$ cat config.mk
export PLATFORM = sky130hd
export DESIGN_NAME = cpu_bus_responder
export DESIGN_NICKNAME = d
export VERILOG_FILES = /design/src/rtl/cpu_bus_responder.sv
export SDC_FILE = /design/constraint.sdc
export NUM_CORES = 1
export LEC_CHECK = 0
export CORE_UTILIZATION = 47
export CTS_BUF_LIST = sky130_fd_sc_hd__clkbuf_8
export DETAILED_ROUTE_END_ITERATION = 16
export GPL_TIMING_DRIVEN = 0
export PLACE_DENSITY = 0.88
export SLEW_MARGIN = 20
export SYNTH_ARGS = -nofsm -noshare
export SYNTH_HDL_FRONTEND = slang
export SYNTH_SLANG_ARGS = --single-unit
$ cat constraint.sdc
create_clock -name clk -period 4.85 [get_ports clk]
set_clock_uncertainty 0.1 [all_clocks]
set_input_delay 0.485 -clock clk [delete_from_list [all_inputs] [get_ports clk]]
set_output_delay 0.485 -clock clk [all_outputs]
set_load 0.1 [all_outputs]
$ cat src/rtl/cpu_bus_responder.sv
// ============================================================================
// Module : cpu_bus_responder
// Brief  : 2A03 CPU bus responder: decodes RAM/PPU/ROM/open bus, acks each
//          request one cycle later, and runs the $4014 OAM DMA engine.
// Rev    : 1.0  initial release
// ============================================================================
`default_nettype none

module cpu_bus_responder #(
    parameter int unsigned RAM_AW   = 11,
    parameter int unsigned ROM_AW   = 15,
    parameter logic [15:0] DMA_ADDR = 16'h4014,
    parameter logic [2:0]  OAM_REG  = 3'd4
) (
    input  logic              clk,
    input  logic              rst,
    input  logic              cpu_req_i,
    input  logic [15:0]       cpu_addr_i,
    input  logic [7:0]        cpu_wdata_i,
    input  logic              mem_rw_i,
    output logic              cpu_ack_o,
    output logic [7:0]        cpu_rdata_o,
    output logic              cpu_rdy_o,
    output logic [RAM_AW-1:0] ram_addr_o,
    output logic              ram_we_o,
    output logic [7:0]        ram_wdata_o,
    input  logic [7:0]        ram_rdata_i,
    output logic [ROM_AW-1:0] rom_addr_o,
    input  logic [7:0]        rom_rdata_i,
    output logic [2:0]        ppu_addr_o,
    output logic              ppu_we_o,
    output logic              ppu_re_o,
    output logic [7:0]        ppu_wdata_o,
    input  logic [7:0]        ppu_rdata_i
);

    typedef enum logic [2:0] {
        S_IDLE  = 3'd0,
        S_RESP  = 3'd1,
        S_ALIGN = 3'd2,
        S_DRD   = 3'd3,
        S_DWR   = 3'd4,
        S_DONE  = 3'd5
    } state_t;

    typedef enum logic [1:0] {
        SEL_RAM  = 2'd0,
        SEL_PPU  = 2'd1,
        SEL_ROM  = 2'd2,
        SEL_OPEN = 2'd3
    } sel_t;

    state_t      state_q, state_d;
    sel_t        sel_q, sel_d, w_sel;
    logic        rd_q, rd_d;
    logic [7:0]  wdata_q, wdata_d;
    logic        dma_q, dma_d;
    logic [7:0]  page_q, page_d;
    logic [7:0]  idx_q, idx_d;
    logic [7:0]  open_bus_q, open_bus_d;
    logic        parity_q;
    logic        rdy_q, rdy_d;

    logic        w_accept;
    logic        w_access;
    logic        w_is_rd;
    logic [15:0] w_addr;
    logic [7:0]  w_rd_byte;

    // The DMA start cycle (RESP of a $4014 write) refuses new requests.
    assign w_accept = cpu_req_i && !rst &&
                      ((state_q == S_IDLE) || (state_q == S_DONE) ||
                       ((state_q == S_RESP) && !dma_q));
    assign w_access = w_accept || ((state_q == S_DRD) && !rst);
    assign w_is_rd  = (state_q == S_DRD) ? 1'b1 : mem_rw_i;
    assign w_addr   = (state_q == S_DRD) ? {page_q, idx_q} : cpu_addr_i;

    always_comb begin
        w_sel = SEL_OPEN;
        if (w_addr[15:13] == 3'b000)      w_sel = SEL_RAM;
        else if (w_addr[15:13] == 3'b001) w_sel = SEL_PPU;
        else if (w_addr[15])              w_sel = SEL_ROM;
    end

    always_comb begin
        case (sel_q)
            SEL_RAM: w_rd_byte = ram_rdata_i;
            SEL_PPU: w_rd_byte = ppu_rdata_i;
            SEL_ROM: w_rd_byte = rom_rdata_i;
            default: w_rd_byte = open_bus_q;
        endcase
    end

    assign cpu_ack_o   = (state_q == S_RESP);
    assign cpu_rdata_o = (cpu_ack_o && rd_q) ? w_rd_byte : 8'h00;
    assign cpu_rdy_o   = rdy_q;

    always_comb begin
        ram_addr_o  = w_addr[RAM_AW-1:0];
        ram_wdata_o = cpu_wdata_i;
        rom_addr_o  = w_addr[ROM_AW-1:0];
        ram_we_o    = w_access && !w_is_rd && (w_sel == SEL_RAM);
        ppu_re_o    = w_access &&  w_is_rd && (w_sel == SEL_PPU);
        ppu_we_o    = w_access && !w_is_rd && (w_sel == SEL_PPU);
        ppu_addr_o  = w_addr[2:0];
        ppu_wdata_o = cpu_wdata_i;
        if (state_q == S_DWR) begin
            ppu_we_o    = !rst;
            ppu_addr_o  = OAM_REG;
            ppu_wdata_o = w_rd_byte;
        end
    end

    always_comb begin
        state_d    = state_q;
        sel_d      = sel_q;
        rd_d       = rd_q;
        wdata_d    = wdata_q;
        dma_d      = 1'b0;
        page_d     = page_q;
        idx_d      = idx_q;
        open_bus_d = open_bus_q;
        rdy_d      = rdy_q;

        if (w_accept) begin
            sel_d   = w_sel;
            rd_d    = mem_rw_i;
            wdata_d = cpu_wdata_i;
            dma_d   = !mem_rw_i && (cpu_addr_i == DMA_ADDR);
        end

        case (state_q)
            S_IDLE: begin
                if (w_accept) state_d = S_RESP;
            end
            S_RESP: begin
                open_bus_d = rd_q ? w_rd_byte : wdata_q;
                if (dma_q) begin
                    state_d = S_ALIGN;
                    page_d  = wdata_q;
                    rdy_d   = 1'b0;
                end else if (w_accept) begin
                    state_d = S_RESP;
                end else begin
                    state_d = S_IDLE;
                end
            end
            S_ALIGN: begin
                // Parity alternates, so an odd entry costs exactly one extra cycle.
                if (!parity_q) begin
                    state_d = S_DRD;
                    idx_d   = 8'h00;
                end
            end
            S_DRD: begin
                sel_d   = w_sel;
                state_d = S_DWR;
            end
            S_DWR: begin
                open_bus_d = w_rd_byte;
                idx_d      = idx_q + 8'h01;
                if (idx_q == 8'hFF) begin
                    state_d = S_DONE;
                    rdy_d   = 1'b1;
                end else begin
                    state_d = S_DRD;
                end
            end
            S_DONE: begin
                state_d = w_accept ? S_RESP : S_IDLE;
            end
            default: state_d = S_IDLE;
        endcase
    end

    always_ff @(posedge clk) begin
        if (rst) begin
            state_q    <= S_IDLE;
            sel_q      <= SEL_OPEN;
            rd_q       <= 1'b0;
            wdata_q    <= 8'h00;
            dma_q      <= 1'b0;
            page_q     <= 8'h00;
            idx_q      <= 8'h00;
            open_bus_q <= 8'h00;
            parity_q   <= 1'b0;
            rdy_q      <= 1'b1;
        end else begin
            state_q    <= state_d;
            sel_q      <= sel_d;
            rd_q       <= rd_d;
            wdata_q    <= wdata_d;
            dma_q      <= dma_d;
            page_q     <= page_d;
            idx_q      <= idx_d;
            open_bus_q <= open_bus_d;
            parity_q   <= ~parity_q;
            rdy_q      <= rdy_d;
        end
    end

endmodule

`default_nettype wire

Yosys cells after proc, flatten, opt, wreduce, memory -nomap -nowiden
Cells that the tools add are included.

Word-level logic and storage cells: 83. Bits in registers: 41. Input port bits: 52. Output and inout port bits: 58.

Reduce and logical (&&, ||, !) cells: 30. Equal/unequal tests: 15. Multiplexer cells: 25. Bitwise gates (word level): 2. $add $sub $neg: 1.

Operator list (number): 2-to-1 mux 8 bit (4); case mux 8 bit (2 select lines) (2); case mux 8 bit (3 select lines) (1); case mux 3 bit (6 select lines) (1); == test 16 x 15 -> 1 bit (second input constant) (1); 2-to-1 mux 16 bit (1); 2-to-1 mux 3 bit (4); logical AND 1 bit (11); 2-to-1 mux 2 bit (5); adder 8 x 1 -> 8 bit (second input constant) (1); == test 8 bit (second input constant) (1); == test 3 x 1 -> 1 bit (second input constant) (2); == test 3 x 2 -> 1 bit (second input constant) (2); == test 3 bit (second input constant) (2); zero test 3 bit (2); 2-to-1 mux 1 bit (6); AND reduction 2 bit (3); nonzero test 2 bit (3); == test 2 x 1 -> 1 bit (second input constant) (2); zero test 1 bit (4); zero test 2 bit (2); != test 2 x 1 -> 1 bit (second input constant) (2); != test 2 bit (second input constant) (2); logical OR 1 bit (3); 5 further kinds (6).

Depth between registers and ports, before layout
Depth in word-level cells: 8. Mapped depth: 7.

Least setup slack after synthesis
OpenSTA, ideal clock, no wires.

Path kind: reg2out. Start: reg state_q[2]. End: out ppu_we_o. Slack: 0.877 ns. Arrival time: 3.388 ns. Stages on the path, launching flop included: 7. Path buffers: 3. Cells stage by stage: dfxtp_1 -> buf_2 -> nand3b_1 -> buf_4 -> buf_6 -> nand3_1 -> o32ai_1.

Cells in the longest elaborated chain, start to end: 8. Elaborated cells between the ends (all ways): 23.

Ends and longest elaborated chain: start: declaration (line 53) `state_t state_q, state_d;`; start signal: assignment (line 189) `state_q <= state_d;`; == test 3 x 2 -> 1 bit (tied with other cells) (line 74, 75, 76); 2-to-1 mux 16 bit (tied with other cells) (line 76) `assign w_addr = (state_q == S_DRD) ? {page_q, idx_q} : cpu_addr_i;`; == test 3 x 1 -> 1 bit (tied with other cells) (line 81) `else if (w_addr[15:13] == 3'b001) w_sel = SEL_PPU;`; 2-to-1 mux 2 bit / logical AND 1 bit (equally long branches) (line 81, 71); 2-to-1 mux 2 bit / logical OR 1 bit (equally long branches) (line 80, 74); == test 2 x 1 -> 1 bit / logical AND 1 bit (equally long branches) (line 104) `ppu_we_o = w_access && !w_is_rd && (w_sel == SEL_PPU);`; logical AND 1 bit (line 104); 2-to-1 mux 1 bit * (line 107) `if (state_q == S_DWR) begin`; end: declaration (line 31) `output logic ppu_we_o,`.

Mark *: on every way between the ends. The rest lies on a longest branch, timed or not.

Worst setup path in the final report
Start: in cpu_req_i. End: out ram_we_o.

Cells in the longest elaborated chain, start to end: 5.

Ends and longest elaborated chain: start: declaration (line 17) `input logic cpu_req_i,`; logical AND 1 bit (2 in series) (line 71) `assign w_accept = cpu_req_i && !rst &&`; logical OR 1 bit (line 74) `assign w_access = w_accept || ((state_q == S_DRD) && !rst);`; logical AND 1 bit (2 in series) (line 102) `ram_we_o = w_access && !w_is_rd && (w_sel == SEL_RAM);`; end: declaration (line 25) `output logic ram_we_o,`.

No other way between the ends.

==> metrics.txt <==
worst endpoint required time=4260 ps; min Tclk post-route=3810 ps; Ports=110; setup TNS=0 ps; Initial DRC Count=215; Vias/cell=5.54; path depth of the worst reg2reg path=7; data arrival time of the critical path=3220 ps; crit end category=primary output; Max H-tree Level=2; CTS Hold Bufs=0; Initial Util=0.496; CORE AREA=5170 sq um; Hold Violations, Final=0; clock buffer count from CTS=5; Via Count=2758; final setup vio count=0; drt wl/cell=15.3 um; clock buffer depth=2; Yosys top cell by area=dfxtp_1; worst-path fanout max=4; chip height=75.9 um; Yosys reg bits=41; Root Driver=clkbuf_8; TritonCTS clock tree=done; Worst-Skew Late Latency=300 ps; Post-Syn Area=2560 sq um; Synth top area share=0.320; max_cap viols=0; Reg clk slew, reported paths=80 ps; Antenna diodes=0; P&R area growth vs syn=50.5%; Tot GR Track Use=0.273; remaining antenna violation count after routing=0; number of global-route vias before repair=2525; status=complete, no violations; worst slew pin tran=1010 ps; CP max stage delay=1180 ps; placed cell count=490; final core occ=0.746; leakage=0.00147 uW; critical path type=in -> out; HPWL Detailed=5850 um; synth warn=0; VDD IR max=0.000183 V; drt first pass iters=6; sequential area share after synthesis=0.320; Die Wd=75.9 um; fin cells=498; Cells after Synth=311; CTS sink count=41; DRT Wirelength=7630 um; Final Cycle Share=0.785; hold depth=1; largest net degree at the start of global routing=13; Synth async-reset ratio=0; # fillers=365; total chip power=982 uW; final max-slew violation count=0; power per cell area=255 nW/um^2; post_cts resized=0; Slew Limit Headroom=0.322; grt ovf=0; post-CTS setup buffers=0; Std-Cell Rows=26; # nets final=480; syn avg cell area=8.24 sq um; number of flops mapped to enable cells by yosys=0; die footprint=5750 sq um; top-count cell post-synth=nand2_1; Max Clk Rate=0.262 GHz; class of the worst hold path=reg -> reg; nature of the critical path startpoint=input pin; Port Buffers=109; Most common cell on crit path=clkdlybuf4s50_1; Slowest-stage cell, CP=clkdlybuf4s50_1; Distinct cells, synth=44; first-pass GRT wire length=11800 um; routability cong.=0.877; Commonest cells post-synth=nand2_1 (66), dfxtp_1 (41), nor2_1 (36); worst-path cell chain=clkdlybuf4s50_1 -> nor3b_1 -> o211ai_1 -> or3_1 -> nor3_1 -> clkdlybuf4s50_1; DR DRC count=0; synth top area cells=dfxtp_1 (32%), nand2_1 (9.7%), mux4_2 (7.0%); antenna violations before repair=0; RSZ-0062 raised after global routing=no; layout cell share with drive strength beyond 1=0.154; Net Count, Synth=364; Primary FF master, synth=dfxtp_1
metrics by stage:
stage	cell area, sq um	hold WS [ps]	setup WS, ps
after global routing	3860	361	935
after floorplan	2560	289	877
after global placement	3740	307	1060
after CTS	3860	329	1050
after detailed placement	3740	311	1060
final	3860	328	1040
state kept, by name, indices dropped and copies added, names as in the netlist, 2 cells and up:
signal / flops
idx_q: 8
open_bus_q: 8
page_q: 8
wdata_q: 8
state_q: 3
sel_q: 2
worst max-delay path: cells and delay by family:
kind / cells / cell delay [ps]
AO/OA/AOI/OAI: 1 / 220
AND/OR/NAND/NOR: 3 / 830
buffers and inverters: 2 / 1690
final cells by class:
| cell class | count | area (sq um) | share of cell area |
|---|---|---|---|
| timing repair buffer | 109 | 1090 | 0.283 |
| clock inverter | 2 | 33.8 | 0.00875 |
| sequential | 41 | 821 | 0.213 |
| tap | 70 | 87.6 | 0.0227 |
| multi-input combinational | 231 | 1500 | 0.390 |
| inverter | 2 | 7.51 | 0.00195 |
| clock buffer | 6 | 82.6 | 0.0214 |
| buffer | 37 | 231 | 0.0600 |
power by group:
group | total [uW] | leakage, uW | internal [uW] | switching [uW]
Combinational | 341 | 0.00107 | 117 | 225
Sequential | 355 | 0.000334 | 348 | 7.38
Clock | 286 | 0.0000626 | 166 | 120
Total | 982 | 0.00147 | 630 | 352
layer usage:
| metal | global-route usage | vias to the layer above | part of all wire |
|---|---|---|---|
| li1 | - | 1302 | - |
| met3 | 0.0476 | 20 | 0.087 |
| met5 | 0 | - | 0 |
| met2 | 0.430 | 152 | 0.46 |
| met1 | 0.370 | 1284 | 0.43 |
| met4 | 0.115 | 0 | 0.024 |
cell usage in the layout, fill, tap and decap left out, types with 4 or more instances in the layout:
cell	n
clkdlybuf4s50_1	109
nand2_1	66
dfxtp_1	41
nor2_1	36
buf_4	20
mux2_2	15
a21oi_1	15
a311oi_1	12
mux2i_1	11
and2_1	10
buf_2	8
mux4_2	8
nand2b_1	8
clkbuf_1	7
nand3_1	6
clkbuf_8	6
nor3_1	5
o21ai_0	4
kinds of logic (layout without fill, tap and decap cells):
logic type	count (synthesis)	in the layout	synth area share
compound gates	45	45	0.123
fa+ha+maj	1	1	0.00488
buf+inv	39	156	0.0932
flops	41	41	0.320
mux	35	35	0.184
simple gates	150	150	0.276
final timing paths:
check             startpoint       end  slack [ps]
setup / recovery   cpu_req_i  ram_we_o        1040
hold / removal      parity_q  parity_q         330
setup reg to reg  state_q[2]  sel_q[1]        2890
hold reg to reg     parity_q  parity_q         330
(Power assumes the default switching activity.)
